`src/rtl/multicycle_ctrl_pkg.sv`:
```
// Shared definitions for the multicycle CPU control unit: state encodings,
// opcodes, ALU operation codes (also used by the ALU), PC source and
// register-destination selects, plus small opcode classification helpers.
package multicycle_ctrl_pkg;

    typedef enum logic [2:0] {
        ST_IF     = 3'b000,
        ST_ID     = 3'b001,
        ST_EXE_LS = 3'b010,
        ST_MEM    = 3'b011,
        ST_WB_LD  = 3'b100,
        ST_EXE_BR = 3'b101,
        ST_EXE_AL = 3'b110,
        ST_WB_AL  = 3'b111
    } state_t;

    localparam logic [5:0] OP_ADD   = 6'b000000;
    localparam logic [5:0] OP_SUB   = 6'b000001;
    localparam logic [5:0] OP_ADDIU = 6'b000010;
    localparam logic [5:0] OP_AND   = 6'b010000;
    localparam logic [5:0] OP_ANDI  = 6'b010001;
    localparam logic [5:0] OP_ORI   = 6'b010010;
    localparam logic [5:0] OP_XORI  = 6'b010011;
    localparam logic [5:0] OP_SLL   = 6'b011000;
    localparam logic [5:0] OP_SLT   = 6'b100110;
    localparam logic [5:0] OP_SLTI  = 6'b100111;
    localparam logic [5:0] OP_SW    = 6'b110000;
    localparam logic [5:0] OP_LW    = 6'b110001;
    localparam logic [5:0] OP_BEQ   = 6'b110100;
    localparam logic [5:0] OP_BNE   = 6'b110101;
    localparam logic [5:0] OP_BLTZ  = 6'b110110;
    localparam logic [5:0] OP_J     = 6'b111000;
    localparam logic [5:0] OP_JR    = 6'b111001;
    localparam logic [5:0] OP_JAL   = 6'b111010;
    localparam logic [5:0] OP_HALT  = 6'b111111;

    localparam logic [2:0] ALU_ADD  = 3'b000;
    localparam logic [2:0] ALU_SUB  = 3'b001;
    localparam logic [2:0] ALU_SLTU = 3'b010;
    localparam logic [2:0] ALU_SLT  = 3'b011;
    localparam logic [2:0] ALU_SLL  = 3'b100;
    localparam logic [2:0] ALU_OR   = 3'b101;
    localparam logic [2:0] ALU_AND  = 3'b110;
    localparam logic [2:0] ALU_XOR  = 3'b111;

    localparam logic [1:0] PC_NEXT   = 2'b00;
    localparam logic [1:0] PC_BRANCH = 2'b01;
    localparam logic [1:0] PC_RS     = 2'b10;
    localparam logic [1:0] PC_JUMP   = 2'b11;

    localparam logic [1:0] RD_RA = 2'b00;
    localparam logic [1:0] RD_RT = 2'b01;
    localparam logic [1:0] RD_RD = 2'b10;

    function automatic logic is_alu_op(input logic [5:0] op);
        return op inside {OP_ADD, OP_SUB, OP_ADDIU, OP_AND, OP_ANDI, OP_ORI,
                          OP_XORI, OP_SLL, OP_SLT, OP_SLTI};
    endfunction

    function automatic logic is_imm_op(input logic [5:0] op);
        return op inside {OP_ADDIU, OP_ANDI, OP_ORI, OP_XORI, OP_SLTI};
    endfunction

    function automatic logic [2:0] alu_op_of(input logic [5:0] op);
        logic [2:0] v;
        v = ALU_ADD;
        case (op)
            OP_SUB:           v = ALU_SUB;
            OP_AND, OP_ANDI:  v = ALU_AND;
            OP_ORI:           v = ALU_OR;
            OP_XORI:          v = ALU_XOR;
            OP_SLL:           v = ALU_SLL;
            OP_SLT, OP_SLTI:  v = ALU_SLT;
            default:          v = ALU_ADD;
        endcase
        return v;
    endfunction

endpackage

```
`src/rtl/multicycle_ctrl_decode.sv`:
```
// ctrl_decode: combinational control decode for the multicycle CPU.
// Inputs : i_state, i_opcode, i_zero, i_sign, i_en (0 forces all outputs low)
// Outputs: datapath enables and mux selects (o_pcwre ... o_pcsrc)
module ctrl_decode
    import multicycle_ctrl_pkg::*;
(
    input  state_t      i_state,
    input  logic [5:0]  i_opcode,
    input  logic        i_zero,
    input  logic        i_sign,
    input  logic        i_en,
    output logic        o_pcwre,
    output logic        o_irwre,
    output logic        o_insmemrw,
    output logic        o_alusrca,
    output logic        o_alusrcb,
    output logic        o_extsel,
    output logic [2:0]  o_aluop,
    output logic        o_mrd,
    output logic        o_mwr,
    output logic        o_dbdatasrc,
    output logic        o_regwre,
    output logic [1:0]  o_regdst,
    output logic        o_wrregdsrc,
    output logic [1:0]  o_pcsrc
);

    logic w_taken;

    always_comb begin
        w_taken = ((i_opcode == OP_BEQ)  &&  i_zero) ||
                  ((i_opcode == OP_BNE)  && !i_zero) ||
                  ((i_opcode == OP_BLTZ) &&  i_sign);
    end

    always_comb begin
        o_pcwre     = 1'b0;
        o_irwre     = 1'b0;
        o_insmemrw  = 1'b0;
        o_alusrca   = 1'b0;
        o_alusrcb   = 1'b0;
        o_extsel    = 1'b0;
        o_aluop     = ALU_ADD;
        o_mrd       = 1'b0;
        o_mwr       = 1'b0;
        o_dbdatasrc = 1'b0;
        o_regwre    = 1'b0;
        o_regdst    = RD_RA;
        o_wrregdsrc = 1'b0;
        o_pcsrc     = PC_NEXT;
        if (i_en) begin
            case (i_state)
                ST_IF: begin
                    o_insmemrw = 1'b1;
                    o_irwre    = 1'b1;
                end
                ST_ID: begin
                    case (i_opcode)
                        OP_J: begin
                            o_pcwre = 1'b1;
                            o_pcsrc = PC_JUMP;
                        end
                        OP_JR: begin
                            o_pcwre = 1'b1;
                            o_pcsrc = PC_RS;
                        end
                        OP_JAL: begin
                            o_pcwre  = 1'b1;
                            o_pcsrc  = PC_JUMP;
                            o_regwre = 1'b1;
                            o_regdst = RD_RA;
                        end
                        OP_HALT, OP_BEQ, OP_BNE, OP_BLTZ, OP_SW, OP_LW: ;
                        default: begin
                            // Unknown opcodes retire here as a NOP.
                            o_pcwre = !is_alu_op(i_opcode);
                        end
                    endcase
                end
                ST_EXE_AL, ST_WB_AL: begin
                    o_aluop   = alu_op_of(i_opcode);
                    o_alusrca = (i_opcode == OP_SLL);
                    o_alusrcb = is_imm_op(i_opcode);
                    o_extsel  = !(i_opcode inside {OP_ANDI, OP_ORI, OP_XORI});
                    if (i_state == ST_WB_AL) begin
                        o_regwre    = 1'b1;
                        o_regdst    = is_imm_op(i_opcode) ? RD_RT : RD_RD;
                        o_wrregdsrc = 1'b1;
                        o_pcwre     = 1'b1;
                    end
                end
                ST_EXE_BR: begin
                    o_aluop = ALU_SUB;
                    o_pcwre = 1'b1;
                    o_pcsrc = w_taken ? PC_BRANCH : PC_NEXT;
                end
                ST_EXE_LS, ST_MEM: begin
                    o_aluop   = ALU_ADD;
                    o_alusrcb = 1'b1;
                    o_extsel  = 1'b1;
                    if (i_state == ST_MEM) begin
                        o_mwr   = (i_opcode == OP_SW);
                        o_pcwre = (i_opcode == OP_SW);
                        o_mrd   = (i_opcode == OP_LW);
                    end
                end
                ST_WB_LD: begin
                    o_mrd       = 1'b1;
                    o_dbdatasrc = 1'b1;
                    o_regwre    = 1'b1;
                    o_regdst    = RD_RT;
                    o_wrregdsrc = 1'b1;
                    o_pcwre     = 1'b1;
                end
                default: ;
            endcase
        end
    end

endmodule

```
`src/rtl/multicycle_ctrl.sv`:
```
// multicycle_ctrl: control unit of the multicycle CPU. Holds the state
// register, the halted flag and the retired-instruction counter; control
// outputs come from ctrl_decode.
// Inputs : CLK, RST (sync, active-low), opcode, zero, sign
// Outputs: PCWre, IRWre, InsMemRW, ALUSrcA/B, ExtSel, ALUOp, mRD, mWR,
//          DBDataSrc, RegWre, RegDst, WrRegDSrc, PCSrc, state, instret
//
// state     | meaning
// IF  000   | fetch, load IR
// ID  001   | decode; jumps/NOP retire here; halt parks here
// EXE_LS 010| address calc for lw/sw
// MEM 011   | data memory access (sw retires)
// WB_LD 100 | load write-back
// EXE_BR 101| compare and branch
// EXE_AL 110| ALU execute
// WB_AL 111 | ALU write-back
module multicycle_ctrl
    import multicycle_ctrl_pkg::*;
#(
    parameter int CNT_W = 32
) (
    input  logic             CLK,
    input  logic             RST,
    input  logic [5:0]       opcode,
    input  logic             zero,
    input  logic             sign,
    output logic             PCWre,
    output logic             IRWre,
    output logic             InsMemRW,
    output logic             ALUSrcA,
    output logic             ALUSrcB,
    output logic             ExtSel,
    output logic [2:0]       ALUOp,
    output logic             mRD,
    output logic             mWR,
    output logic             DBDataSrc,
    output logic             RegWre,
    output logic [1:0]       RegDst,
    output logic             WrRegDSrc,
    output logic [1:0]       PCSrc,
    output logic [2:0]       state,
    output logic [CNT_W-1:0] instret
);

    state_t           r_state;
    state_t           w_next_state;
    logic             r_halted;
    logic             w_next_halted;
    logic [CNT_W-1:0] r_instret;
    logic             w_dec_en;

    // While RST is low every output reads zero, even before the reset edge.
    assign w_dec_en = RST && !r_halted;
    assign state    = RST ? r_state : ST_IF;
    assign instret  = RST ? r_instret : '0;

    ctrl_decode u_decode (
        .i_state     (r_state),
        .i_opcode    (opcode),
        .i_zero      (zero),
        .i_sign      (sign),
        .i_en        (w_dec_en),
        .o_pcwre     (PCWre),
        .o_irwre     (IRWre),
        .o_insmemrw  (InsMemRW),
        .o_alusrca   (ALUSrcA),
        .o_alusrcb   (ALUSrcB),
        .o_extsel    (ExtSel),
        .o_aluop     (ALUOp),
        .o_mrd       (mRD),
        .o_mwr       (mWR),
        .o_dbdatasrc (DBDataSrc),
        .o_regwre    (RegWre),
        .o_regdst    (RegDst),
        .o_wrregdsrc (WrRegDSrc),
        .o_pcsrc     (PCSrc)
    );

    always_comb begin
        w_next_state  = r_state;
        w_next_halted = r_halted;
        case (r_state)
            ST_IF: w_next_state = ST_ID;
            ST_ID: begin
                if (!r_halted) begin
                    case (opcode)
                        OP_J, OP_JR, OP_JAL:    w_next_state = ST_IF;
                        OP_HALT:                w_next_halted = 1'b1;
                        OP_BEQ, OP_BNE, OP_BLTZ: w_next_state = ST_EXE_BR;
                        OP_LW, OP_SW:           w_next_state = ST_EXE_LS;
                        default: w_next_state = is_alu_op(opcode) ? ST_EXE_AL : ST_IF;
                    endcase
                end
            end
            ST_EXE_AL: w_next_state = ST_WB_AL;
            ST_WB_AL:  w_next_state = ST_IF;
            ST_EXE_BR: w_next_state = ST_IF;
            ST_EXE_LS: w_next_state = ST_MEM;
            ST_MEM:    w_next_state = (opcode == OP_LW) ? ST_WB_LD : ST_IF;
            ST_WB_LD:  w_next_state = ST_IF;
            default:   w_next_state = ST_IF;
        endcase
    end

    always_ff @(posedge CLK) begin
        if (!RST) begin
            r_state   <= ST_IF;
            r_halted  <= 1'b0;
            r_instret <= '0;
        end else begin
            r_state  <= w_next_state;
            r_halted <= w_next_halted;
            // PCWre marks the final cycle of every instruction.
            if (PCWre) begin
                r_instret <= r_instret + CNT_W'(1);
            end
        end
    end

endmodule

```
`config.mk`:
```
export PLATFORM = sky130hd
export DESIGN_NAME = multicycle_ctrl
export DESIGN_NICKNAME = d
export VERILOG_FILES = /design/src/rtl/multicycle_ctrl_pkg.sv /design/src/rtl/multicycle_ctrl_decode.sv /design/src/rtl/multicycle_ctrl.sv
export SDC_FILE = /design/constraint.sdc
export NUM_CORES = 1
export LEC_CHECK = 0
export ABC_AREA = 1
export CORE_MARGIN = 2
export CORE_UTILIZATION = 33
export CTS_CLUSTER_DIAMETER = 100
export DETAILED_ROUTE_END_ITERATION = 6
export DONT_BUFFER_PORTS = 1
export SLEW_MARGIN = 20
export SYNTH_ARGS = -nofsm -noshare
export SYNTH_HDL_FRONTEND = slang
export SYNTH_SLANG_ARGS = --single-unit
```
`constraint.sdc`:
```
create_clock -name CLK -period 1.8 [get_ports CLK]
set_input_delay 0.36 -clock CLK [delete_from_list [all_inputs] [get_ports CLK]]
set_output_delay 0.36 -clock CLK [all_outputs]
set_load 0.03 [all_outputs]
```
== Word-level counts from Yosys, hierarchy flattened ==
Cells that the tools add are included.
Cells by class
  muxes and demuxes: 45
  bitwise logic cells: 0
  reductions and logical operators: 27
  eq/ne operators: 27
  divide/modulo/power cells: 0
  shift-type cells: 0
  multiply operators: 0
  magnitude comparators: 0
  add/subtract/negate cells: 1
Operators with widths (count)
  equality test 6 bit, second input constant: 11
  one-hot mux 3 bit (6 select lines): 2
  adder 32 x 1 -> 32 bit, second input constant: 1
  two-way mux 32 bit: 1
  equality test 6 x 5 -> 1 bit, second input constant: 5
  two-way mux 1 bit: 21
  two-way mux 3 bit: 5
  OR reduction 2 bit: 7
  equality test 3 bit, second input constant: 4
  one-hot mux 2 bit (2 select lines): 3
  one-hot mux 3 bit (4 select lines): 1
  one-hot mux 1 bit (2 select lines): 5
  nonzero test 10 bit: 1
  OR reduction 3 bit: 3
  two-way mux 2 bit: 4
  equality test 3 x 2 -> 1 bit, second input constant: 2
  equality test 6 x 1 -> 1 bit, second input constant: 1
  equality test 6 x 2 -> 1 bit, second input constant: 1
  logical NOT 6 bit: 1
  one-hot mux 3 bit (2 select lines): 1
  OR reduction 6 bit: 1
  nonzero test 5 bit: 1
  logical AND 1 bit: 4
  logical NOT 1 bit: 4
  8 further kinds: 10
Storage, ports and cells
  logic and storage cells: 103
  memory bits (read-only): 0
  memories kept: 0
  bits in registers: 36
  output and inout bits: 53
  bits in writable memories: 0
  bits of input ports: 10
  bits in latches: 0

== Logic depth before layout (Yosys ltp) ==
  depth in word-level cells: 7
  mapped depth: 12
  mapped depth without buffers: 11

== Hierarchy ==
From an unflattened synthesis, not the netlist that was laid out.
Unflattened totals
  cells, all modules: 508
  area, all modules: 2910.3 um^2
Modules (own cells, without submodules)
  multicycle_ctrl: seq. area each 720.7 um^2, cells each 403, instances 1, area each 2342.2 um^2
  ctrl_decode: seq. area each 0.0 um^2, cells each 105, instances 1, area each 568.0 um^2

== Worst setup path before layout ==
No wires, ideal clock.
  kind: input-to-output
  from: in RST
  to: out RegDst[0]
  arrival: 2.100 ns
  setup slack: -0.660 ns
  data required time: 1.440 ns
  stages on the path: 5
  buffers on the path: 2
  cells stage by stage: buf_4 -> nand2_2 -> clkbuf_1 -> nor2_1 -> a21boi_0
Between the ends
  word-level cells in the longest chain between the ends: 2
RTL lines
  start: declaration: line multicycle_ctrl.sv:23  | input logic RST,
  logical AND 1 bit: line multicycle_ctrl.sv:53  | assign w_dec_en = RST && !r_halted;
  two-way mux 2 bit: line multicycle_ctrl_decode.sv:51  | if (i_en) begin
  end: declaration: line multicycle_ctrl.sv:38  | output logic [1:0] RegDst,
No other way between the ends.

== Worst setup path in the final report ==
  from: reg r_state[1]
  to: out PCWre
Between the ends
  word-level cells in the longest chain between the ends: 4
  elaborated cells between the ends (all ways): 14
  those cells by class: eq/ne: 7; mux: 4; reduce/logical: 3
RTL lines
  start: declaration: line multicycle_ctrl.sv:45  | state_t r_state;
  start signal: assignment: line multicycle_ctrl.sv:111  | r_state <= w_next_state;
  equality test 3 x 2 -> 1 bit (tied with other cells): line multicycle_ctrl_decode.sv:52, multicycle_ctrl_decode.sv:101
  two-way mux 1 bit (tied with other cells): line multicycle_ctrl_decode.sv:101  | if (i_state == ST_MEM) begin
  one-hot mux 1 bit (4 select lines) *: line multicycle_ctrl_decode.sv:52  | case (i_state)
  two-way mux 1 bit *: line multicycle_ctrl_decode.sv:51
  end: declaration: line multicycle_ctrl.sv:27  | output logic PCWre,
Mark *: on every way between the ends. The rest lies on a longest branch, timed or not.

==> impl_summary.txt <==
----------------------------------------------------
[Power]
  Internal power consumption ... 1.32 mW
  Total power ... 1.84 mW
  Combinational share of power ... 0.172
  Switching power of the nets ... 0.522 mW
  Worst ir drop on vdd ... 272 uV
  Power density over cell area ... 527 mW/mm^2
  Leakage ... 1.58 nW
  Share of total power in sequential cells ... 0.443
  Clk pwr share ... 0.384
  Fraction of power spent switching nets ... 0.283

[Timing]
  Setup repair after global routing missed its margin ... yes
  Minimum hold slack ... 0.187 ns
  Pins Over Slew Limit ... 0
  Final hold violation count ... 0
  Largest clock skew in the final design ... 0.00578 ns
  Final Cycle Share ... 0.986
  Max Freq ... 564 MHz
  Transition at the pin with the smallest max-transition slack ... 0.400 ns
  Min Clock Period, post-route ... 1.77 ns
  Number of endpoints failing setup at the final stage ... 0
  Max-slew headroom ... 0.731
  Setup TNS ... 0 ns

[Floorplan]
  Die extent in y ... 97.6 um
  Initial standard-cell utilization of the core ... 0.337
  Number of ports placed on the die boundary ... 63
  X dimension of the die ... 97.6 um
  Die Footprint ... 0.00953 mm^2
  Row count ... 34
  Core ar. ... 0.00859 mm^2

[Critical path]
  Kind of critical path ... flop to output port
  Critical path cell sequence ... inv_2 -> nor2_2 -> nor2_2 -> a31oi_2 -> nand2_2 -> nand2_4 -> inv_2
  Number of cells on the critical path ... 7
  Maximum fanout count along the critical path ... 7
  CP required ... 1.44 ns
  Crit path buf inv count ... 2
  Worst Path Arrival ... 1.41 ns
  Startpoint types ... flop
  Critical-path cell with the highest stage delay ... sky130_fd_sc_hd__dfxtp_4
  Cell family contributing the most delay on the critical path ... flip-flops
  Crit end category ... output port
  Worst Reg-to-Reg Cells ... 10
  Delay of the slowest cell on the worst path ... 0.41 ns

[Route]
  Iteration-0 DRC Markers ... 169
  Vias ... 3137
  Average vias per placed instance ... 4.90
  DRC viols ... 0
  Count of TritonRoute iterations in the first routing pass ... 4
  Per-cell routed wire length ... 11.9 um
  Remaining antenna violation count after routing ... 0
  Wirelength, routed ... 7610 um

[Cells and area]
  Commonest non-fill, non-tap cell in the layout ... sky130_fd_sc_hd__nand2_1
  Commonest cells after routing, fill and taps aside ... sky130_fd_sc_hd__nand2_1, sky130_fd_sc_hd__nor2_1, sky130_fd_sc_hd__inv_1
  Layout Cell Area excl Fill ... 0.00350 mm^2
  Fraction of final layout cells sized beyond drive strength 1 ... 0.242
  Final net count ... 542
  Antenna Diode Count ... 0
  Util after Layout ... 0.407
  Final-layout fill cell count ... 937
  Area overhead of the layout relative to synthesis ... 20.9%

[Worst hold path]
  Hold/Removal Path Class ... input port to flop
  Worst Hold Path Cells ... 2

[Clocking]
  TritonCTS clock tree ... built
  H-tree levels ... 2
  Skew-Pair Late Insertion Delay ... 0.29 ns
  Longest Clk Path Bufs ... 2
  Clock transition at the register clock pins on the worst setup and hold paths after CTS ... 0.07 ns
  Number of buffers inserted during clock tree synthesis ... 5
  Count of clock tree sinks ... 36
  Root buffer cell ... sky130_fd_sc_hd__clkbuf_8

[Logic synthesis]
  Proportion of netlist area held by the largest area contributor ... 0.249
  Adder-cell share of the synthesized area ... 0.00432
  Number of distinct library cells after synthesis ... 34
  Seq/Total Area, Yosys ... 0.249
  Largest cells by area after synthesis ... sky130_fd_sc_hd__dfxtp_1, sky130_fd_sc_hd__nand2_1, sky130_fd_sc_hd__nor2_1
  Nets in the synthesized netlist ... 513
  Main combinational cell family by area after synthesis ... simple AND/OR/NAND/NOR gates
  Mux share of post-synthesis cell area ... 0
  Xor/xnor share of the synthesized area ... 0.00303
  Compound-gate portion of the synthesized area ... 0.113
  Post-Synthesis Cells ... 502
  Post-synthesis instance area ... 0.00289 mm^2
  Post-synthesis share of cell area spent on and, or, nand and nor gates ... 0.487
  Area leader, netlist ... sky130_fd_sc_hd__dfxtp_1
  Synthesized area per cell ... 5.76 um^2
  Number of warnings issued by yosys ... 0
  Flop and latch count out of synthesis ... 36

[Place]
  Count of port buffers added during placement ... 0
  Routability congestion estimate from global placement ... 0.898
  Detail Placement HPWL ... 5600 um
  Dpl cell area ... 0.00319 mm^2

[GRT]
  Maximum number of pins on one net before global-route repair ... 63
  Initial antenna violation count ... 0
  Wire length of the first global-routing pass ... 12600 um
  Vias in the first global route ... 2804
  All-Layer GR Usage ... 0.156
  GRT Residual Overflow ... 0

[Flow run]
  MaxCap Viol Count ... 0

[Run status]
  Result of the run ... complete, no violations

----------------------------------------------------
## power groups by stage
stage | clock [mW] | combinational, mW | sequential, mW
floorplan | 0 | 0.273 | 0.832
global placement | 0 | 0.286 | 0.833
detailed placement | 0 | 0.286 | 0.833
CTS | 0.737 | 0.300 | 0.815
global route | 0.768 | 0.345 | 0.819
finish | 0.709 | 0.318 | 0.818
## worst reg2reg max path, delay by kind of cell (launching register included)
family,cells,cell delay (ns)
AND/OR/NAND/NOR,9,1.03
flip-flops,1,0.36
adder cells (fa/ha/maj),1,0.22
## metrics by stage
step	worst slack, ns	std cells
floorplan	-0.160	502
global placement	0.0896	622
detailed placement	0.0700	622
CTS	-0.0156	634
global route	-0.0818	640
finish	0.0257	640
## metal layers
layer | wire [um] | up-vias | global-route usage | share of wire
met2 | 3520 | 86 | 0.253 | 0.46
met3 | 478 | 14 | 0.0324 | 0.063
met1 | 3470 | 1411 | 0.206 | 0.46
met5 | 0 | - | 0 | 0
li1 | - | 1626 | - | -
met4 | 142 | 0 | 0.0545 | 0.019
## cell type report
type	instances	area, um^2	area share
clock inverters	2	35.0	0.0100
repair buffers	39	333	0.0951
inverters	78	295	0.0844
multi-input cells	371	1900	0.542
clock buffers	6	72.6	0.0207
flip-flops and latches	36	732	0.209
well taps	108	135	0.0386
## synth_stat cells
cell and instances:
sky130_fd_sc_hd__nand4_1 7, sky130_fd_sc_hd__nor3_1 15, sky130_fd_sc_hd__nand2_1 137, sky130_fd_sc_hd__o2111ai_1 1, sky130_fd_sc_hd__a21oi_2 21, sky130_fd_sc_hd__nor4_1 2
sky130_fd_sc_hd__a31oi_1 1, sky130_fd_sc_hd__a41oi_1 1, sky130_fd_sc_hd__clkbuf_1 4, sky130_fd_sc_hd__a21oi_1 13, sky130_fd_sc_hd__o21ai_1 1, sky130_fd_sc_hd__buf_4 4
sky130_fd_sc_hd__o21ai_0 5, sky130_fd_sc_hd__xnor2_1 1, sky130_fd_sc_hd__clkinv_1 1, sky130_fd_sc_hd__nor2_4 4, sky130_fd_sc_hd__a221oi_1 1, sky130_fd_sc_hd__buf_2 4
sky130_fd_sc_hd__ha_1 1, sky130_fd_sc_hd__buf_12 2, sky130_fd_sc_hd__inv_1 70, sky130_fd_sc_hd__buf_6 1, sky130_fd_sc_hd__nand3b_1 2, sky130_fd_sc_hd__nor2_1 94
sky130_fd_sc_hd__dfxtp_1 36, sky130_fd_sc_hd__nand3_1 46, sky130_fd_sc_hd__nand2_2 5, sky130_fd_sc_hd__nand3_2 4, sky130_fd_sc_hd__a211oi_1 1, sky130_fd_sc_hd__nor2_2 6
sky130_fd_sc_hd__inv_2 7, sky130_fd_sc_hd__a21boi_0 1, sky130_fd_sc_hd__nand2_4 1, sky130_fd_sc_hd__buf_1 2
## sequential cells by signal, summed over array words and instances (netlist names)
name and flops:
r_state 3, r_instret 32, r_halted 1
## kinds of logic after synthesis
kind of cell | after synthesis
compound gates | 46
xor+xnor | 1
fa+ha+maj | 1
buf+inv | 95
flops | 36
simple gates | 323
## timing repair
item	CTS	global route
buffers inserted	4	6
hold buffers	0	0
endpoints found under the setup margin	16	19
hold endpoints to repair	0	0
pin swaps	2	4
gates resized for setup	12	28
## path summary, 6_finish.rpt
path	from	endpoint	slack, ns
worst max-delay path	r_state[1]	PCWre	0.03
worst max register to register	r_instret[1]	r_instret[24]	0.11
worst min-delay path	RST	r_instret[0]	0.19
worst min register to register	r_instret[31]	r_instret[31]	0.50
Note: power is estimated with default switching activity, not from simulation.
